[src/rtl/ptc_code_encoder.sv]
// Rebuilds the 10-bit PTC control word from the synchronised coarse one-hot and fine code.
// Result after STABLE_CYCLES+1 stable samples following start; held in HOLD until q_ready.
module ptc_code_encoder #(
  parameter int SYNC_STAGES   = 2,
  parameter int STABLE_CYCLES = 4,
  parameter int MAX_RETRY     = 15
) (
  input  logic        clk,
  input  logic        rst_n,
  input  logic [15:0] t_in,
  input  logic [5:0]  fine_in,
  input  logic        start,
  input  logic        q_ready,
  output logic        busy,
  output logic        q_valid,
  output logic [9:0]  q_out,
  output logic [1:0]  err_code
);

  localparam int CW = $clog2(STABLE_CYCLES + 1);
  localparam int RW = $clog2(MAX_RETRY + 1);

  typedef enum logic [1:0] {IDLE, SETTLE, HOLD} state_t;

  state_t                          state, state_nxt;
  logic [SYNC_STAGES-1:0][21:0]    sync_pipe;
  logic [21:0]                     s_tf;
  logic [21:0]                     snap, snap_nxt;
  logic [15:0]                     snap_t;
  logic [CW-1:0]                   cnt, cnt_nxt;
  logic [RW-1:0]                   retry, retry_nxt;
  logic                            valid_nxt;
  logic [9:0]                      q_nxt;
  logic [1:0]                      err_nxt;
  logic [3:0]                      enc_coarse;
  logic [1:0]                      enc_err;
  logic                            multi_hot;

  // {t_in, fine_in} travel together so one snapshot compare covers both
  always_ff @(posedge clk) begin
    if (!rst_n) begin
      sync_pipe <= '0;
    end else begin
      sync_pipe <= {sync_pipe[SYNC_STAGES-2:0], {t_in, fine_in}};
    end
  end

  assign s_tf   = sync_pipe[SYNC_STAGES-1];
  assign snap_t = snap[21:6];
  assign busy   = (state != IDLE);

  always_comb begin
    enc_coarse = '0;
    enc_err    = 2'b00;
    for (int k = 0; k < 15; k++) begin
      if (snap_t[k]) enc_coarse = 4'(k + 1);
    end
    multi_hot = |(snap_t[14:0] & (snap_t[14:0] - 15'd1));
    if (snap_t[15]) begin
      enc_err    = 2'b10;
      enc_coarse = '0;
    end else if (multi_hot) begin
      enc_err    = 2'b01;
      enc_coarse = '0;
    end
  end

  always_comb begin
    state_nxt = state;
    snap_nxt  = snap;
    cnt_nxt   = cnt;
    retry_nxt = retry;
    valid_nxt = q_valid;
    q_nxt     = q_out;
    err_nxt   = err_code;
    case (state)
      IDLE: begin
        if (start) begin
          snap_nxt  = s_tf;
          cnt_nxt   = '0;
          retry_nxt = '0;
          state_nxt = SETTLE;
        end
      end
      SETTLE: begin
        if (s_tf == snap) begin
          if (cnt == CW'(STABLE_CYCLES)) begin
            q_nxt     = {enc_coarse, snap[5:0]};
            err_nxt   = enc_err;
            valid_nxt = 1'b1;
            state_nxt = HOLD;
          end else begin
            cnt_nxt = cnt + CW'(1);
          end
        end else begin
          snap_nxt = s_tf;
          cnt_nxt  = '0;
          if (retry == RW'(MAX_RETRY - 1)) begin
            q_nxt     = '0;
            err_nxt   = 2'b11;
            valid_nxt = 1'b1;
            state_nxt = HOLD;
          end else begin
            retry_nxt = retry + RW'(1);
          end
        end
      end
      HOLD: begin
        if (q_ready) begin
          valid_nxt = 1'b0;
          state_nxt = IDLE;
        end
      end
      default: state_nxt = IDLE;
    endcase
  end

  always_ff @(posedge clk) begin
    if (!rst_n) begin
      state    <= IDLE;
      snap     <= '0;
      cnt      <= '0;
      retry    <= '0;
      q_valid  <= 1'b0;
      q_out    <= '0;
      err_code <= 2'b00;
    end else begin
      state    <= state_nxt;
      snap     <= snap_nxt;
      cnt      <= cnt_nxt;
      retry    <= retry_nxt;
      q_valid  <= valid_nxt;
      q_out    <= q_nxt;
      err_code <= err_nxt;
    end
  end

endmodule

[config.mk]
export PLATFORM = sky130hd
export DESIGN_NAME = ptc_code_encoder
export DESIGN_NICKNAME = d
export VERILOG_FILES = /design/src/rtl/ptc_code_encoder.sv
export SDC_FILE = /design/constraint.sdc
export NUM_CORES = 1
export LEC_CHECK = 0
export CORE_MARGIN = 4
export CORE_UTILIZATION = 25
export CTS_CLUSTER_DIAMETER = 40
export CTS_CLUSTER_SIZE = 14
export DETAILED_ROUTE_END_ITERATION = 8
export GPL_TIMING_DRIVEN = 1
export PLACE_DENSITY = 0.41
export SLEW_MARGIN = 30
export SYNTH_ARGS = -nofsm -noshare
export SYNTH_HDL_FRONTEND = slang
export SYNTH_SLANG_ARGS = --single-unit
[constraint.sdc]
create_clock -name clk -period 2.2 [get_ports clk]
set_input_delay 0.22 -clock clk [delete_from_list [all_inputs] [get_ports clk]]
set_output_delay 0.22 -clock clk [all_outputs]
set_load 0.01 [all_outputs]
Yosys cells after proc, flatten, opt, wreduce, memory -nomap -nowiden
Index checks and enable logic that the tools add are counted.
{"block": "word_totals", "ff_bits": 88, "latchBits": 0, "ramBits": 0, "rom_bits": 0, "inputBits": 26, "out_inout_bits": 14, "elab_cells": 85, "n_memories": 0}
{"block": "classes", "addsub": 3, "mul": 0, "div_mod_pow": 0, "order_cmp": 0, "eq_ne": 13, "shifts": 0, "muxes": 47, "bitwise": 1, "n_reduce_logical": 12}
{"operator": "$mux 4", "n": 19}
{"operator": "$mux 22", "n": 2}
{"operator": "$pmux 22 s2", "n": 1}
{"operator": "$mux 10", "n": 3}
{"operator": "$eq 22x22->1", "n": 1}
{"operator": "$mux 2", "n": 9}
{"operator": "$and 15x15->15", "n": 1}
{"operator": "$reduce_or 15->1", "n": 1}
{"operator": "$sub 15x1->15 const B", "n": 1}
{"operator": "$reduce_and 4->1", "n": 3}
{"operator": "$mux 3", "n": 3}
{"operator": "$ne 3x3->1 const B", "n": 3}
{"operator": "$reduce_and 3->1", "n": 3}
{"operator": "$ne 2x2->1 const B", "n": 4}
{"operator": "$pmux 4 s2", "n": 1}
{"operator": "$reduce_bool 2->1", "n": 4}
{"operator": "$mux 1", "n": 6}
{"operator": "$pmux 2 s3", "n": 1}
{"operator": "$pmux 3 s2", "n": 1}
{"operator": "$add 4x1->4 const B", "n": 1}
{"operator": "$eq 4x4->1 const B", "n": 1}
{"operator": "$add 3x1->3 const B", "n": 1}
{"operator": "$eq 3x3->1 const B", "n": 1}
{"operator": "$eq 2x1->1 const B", "n": 1}
{"operator": "other kinds (4)", "n": 4}

Depth between registers and ports, before layout
{"block": "logic_depth", "word_depth": 19, "ltp_mapped": 8, "mapped_depth_nobuf": 7}

Worst setup path after synthesis
No wires, ideal clock.
{"block": "synth_timing", "path_type": "register to register", "from": "reg snap[13]", "to": "reg q_out[6]", "setup_time_ps": 59, "arrival_time_ps": 1860, "required_ps": 2141, "path_slack_ps": 281, "path_stages_with_launch": 9, "n_path_buf": 2, "period_less_slack_ps": 1919, "path_cell_list": "dfxtp_1 -> buf_6 -> xnor2_1 -> nand4_1 -> nor4_4 -> and4_1 -> buf_6 -> nor4b_4 -> a22o_1"}
{"block": "synth_via", "elab_chain_len": 12, "word_cells_on_any_way": 19, "cone_classes": "add/sub: 1; eq/ne: 2; mux: 12; bitwise: 1; reduce/logical: 3"}
{"element": "start, declared", "line_no": "28", "text": "logic [21:0] snap, snap_nxt;"}
{"element": "start signal, assigned", "line_no": "129", "text": "snap <= snap_nxt;"}
{"element": "parallel branches: the longest is 12 deep, another holds $sub 15x1->15"}
{"element": "end signal, assigned", "line_no": "133", "text": "q_out <= q_nxt;"}
{"element": "end, declared", "line_no": "16", "text": "output logic [9:0] q_out,"}
Parallel ways; which one is timed is not known. The select of a mux whose other input is x is not followed.
A chain may end at the register's enable or synchronous reset.

Final worst setup path
{"block": "layout_timing", "from": "reg snap[16]", "to": "reg snap[10]"}
{"block": "layout_via", "elab_chain_len": 3}
{"element": "$eq 22x22->1", "line_no": "86", "text": "if (s_tf == snap) begin"}
{"element": "$ne 2x2->1 (no line)"}
{"element": "$reduce_and 3->1 (no line)"}
Every way passes these cells.

==> reports/metrics.csv <==
stage,metric,value,unit
die,ioPinCount,40,
sta,setup_ws,0.162,ns
clocking,cts_buffer_depth,2,
die,die_h,127,um
power,p_per_area,760,nW/um^2
placement,hpwl,5560,um
cells_and_area,syn_to_final_growth,27.4,%
cells_and_area,design_area,4510,sq um
synthesis,synth_area_per_cell,9.59,sq um
routing,first_iter_violations,135,
clocking,path_clk_slew,0.06,ns
synthesis,synth.net_count,399,
power,leakagePower,1.66,nW
clocking,root_buffer,clkbuf_16,
power,ir_worst_vdd,0.344,mV
sta,setup_viol,0,
sta,slew_violations,0,
cells_and_area,nNetsFinal,444,
sta,fin_skew,0.00825,ns
clocking,htreeDepth,3,
die,die_x,127,um
sta,max_slew_margin,0.511,
synthesis,ys_seq_area_frac,0.498,
die,dieArea,16100,sq um
placement,io_buffers,39,
clocking,cts_hold_buffers,0,
die,num_rows,43,
critical_path,critical_path.max_fanout,44,
routing,drt-vias-per-instance,4.39,
die,start_util,0.255,
global_route,antenna_found_initial,0,
cells_and_area,drive_gt1_frac,0.122,
synthesis,ys_ff_latch,88,
global_route,grt_pass1_vias,2649,
synthesis,syn_inst,369,
cells_and_area,final_cell_mix,"dfxtp_1, and2_1, clkdlybuf4s50_1, nand3_1, nand2_1",
global_route,grt_max_degree,86,
placement,placed_cell_area,4180,sq um
synthesis,synth-main-ff-cell,dfxtp_1,
sta,hold_violations,0,
critical_path,crit_required,2.44,ns
sta,finalCritPeriodShare,0.926,
critical_path,arrival,2.28,ns
global_route,grt_pass1_wl,13100,um
placement,dpl_worst_slack,-0.0628,ns
routing,vias,2625,
routing,wl_per_cell,13.2,um
job,cap_violations,0,
routing,wl,7870,um
global_route,overflow,0,
global_route,gr-usage-all-layers,0.102,
clocking,cts_tree,built,
hold_path,min_path_type,in2reg,
routing,drt_pass1_iterations,4,
die,core_area,13900,sq um
synthesis,ys_warn_count,0,
hold_path,hold_path_depth,2,
placement,gp_congestion,0.760,
sta,layout_min_cycle_time,2.04,ns
clocking,cts_inserted_buffers,9,
cells_and_area,num_antenna_cells,0,
critical_path,path_class,reg2reg,
critical_path,reg2reg_slack,0.16,ns
clocking,clock_sinks,88,
synthesis,postSynth.asyncResetShare,0,
clocking,insertion_delay,0.33,ns
synthesis,synth_top_cell_area_share,0.498,
cells_and_area,utilization,0.325,
power,fin_total_pwr,3.43,mW
synthesis,synthTopCellsByArea,"dfxtp_1, and2_1, xnor2_1",
run_status,run_status,"complete, no violations",
critical_path,cp-end-kind,flip-flop,
sta,max_slew.worst_pin.slew,0.733,ns
sta,rsz0062_at_grt,no,
cells_and_area,layout.cells.most_common,dfxtp_1,
synthesis,yosysUniqueCellTypes,46,
synthesis,synth_edf_count,0,
synthesis,synth_area,3540,sq um
critical_path,reg2reg_depth,7,
routing,drc,0,
critical_path,startpoint_type,flip-flop,
routing,drtAntennaViolNets,0,
synthesis,yosysTopAreaCell,dfxtp_1,
sta,fmax,491,MHz
[synthesized netlist by cell type (2+ instances only)]
master	count
dfxtp_1	88
and2_1	45
nand2_1	28
nand3_1	28
o21ai_0	23
xnor2_1	21
clkbuf_1	13
buf_2	11
a21oi_1	10
a22o_1	10
nor2_1	10
inv_1	9
a211oi_1	6
nand4_1	5
o31ai_1	5
buf_6	4
ha_1	4
nor3_1	4
nor2b_1	3
nor4_1	3
o21a_1	3
o21bai_1	3
o41ai_1	3
nand2b_1	2
nand3b_1	2
nand4b_1	2
o211a_1	2
o221a_2	2
o31a_1	2
xor2_1	2
[state kept, by name, indices dropped and copies added, names as in the netlist]
register	count
retry	4
q_valid	1
cnt	3
snap	22
state	2
q_out	10
err_code	2
sync_pipe	22
s_tf	22
[cell type report]
cell class | instances | area, sq um
clock inverter | 2 | 15.0
inverter | 10 | 37.5
multi-input combinational | 242 | 1620
clock buffer | 13 | 260
timing repair buffer | 63 | 591
fill | 1487 | 9370
tap | 180 | 225
sequential | 88 | 1760
[cells by family after synthesis]
group	after synthesis	share of synthesized area
buffers and inverters	39	0.0541
AO/OA/AOI/OAI	73	0.143
XOR/XNOR	23	0.0569
flip-flops	88	0.498
adder cells (fa/ha/maj)	4	0.0141
AND/OR/NAND/NOR	142	0.234
[through the flow]
stage	hold WS (ns)	cells	setup TNS (ns)
final	0.241	598	0
after global placement	0.419	580	-0.235
after CTS	0.228	596	0
after floorplan	0.347	369	0
after detailed placement	0.419	580	-0.586
after global routing	0.256	598	0
[per-layer routing]
metal  GRT usage  wire length (um)
met5           0                 0
met4      0.0492               176
met3      0.0230               270
met2       0.164              3590
met1       0.130              3830
[critical path: stages, from the launching register on]
cell	delay, ns
dfxtp_1	0.55
xor2_1	0.30
nor3_4	0.11
buf_4	0.16
a311oi_4	0.35
buf_12	0.26
nand3_1	0.10
o31ai_1	0.11
[worst paths after layout]
path                           start                     to
min                            rst_n  state[1]$_SDFFE_PN0P_
min reg2reg  sync_pipe[1]$_SDFF_PN0_     s_tf[1]$_SDFF_PN0_
max            snap[16]$_SDFFE_PN0P_  snap[10]$_SDFFE_PN0P_
max reg2reg    snap[16]$_SDFFE_PN0P_  snap[10]$_SDFFE_PN0P_
[power by group]
group / switching [mW] / internal (mW)
registers: 0.0320 / 1.65
clock network: 0.581 / 0.821
logic: 0.176 / 0.169
total: 0.790 / 2.64
[timing repair]
item                                    4_1_cts  5_1_grt
hold endpoints to repair                      0        0
buffers inserted                              1        2
pin swaps                                     1        2
gates resized for setup                       0        5
endpoints found under the setup margin       10       16
No activity file was read; power rests on OpenSTA's default activity.
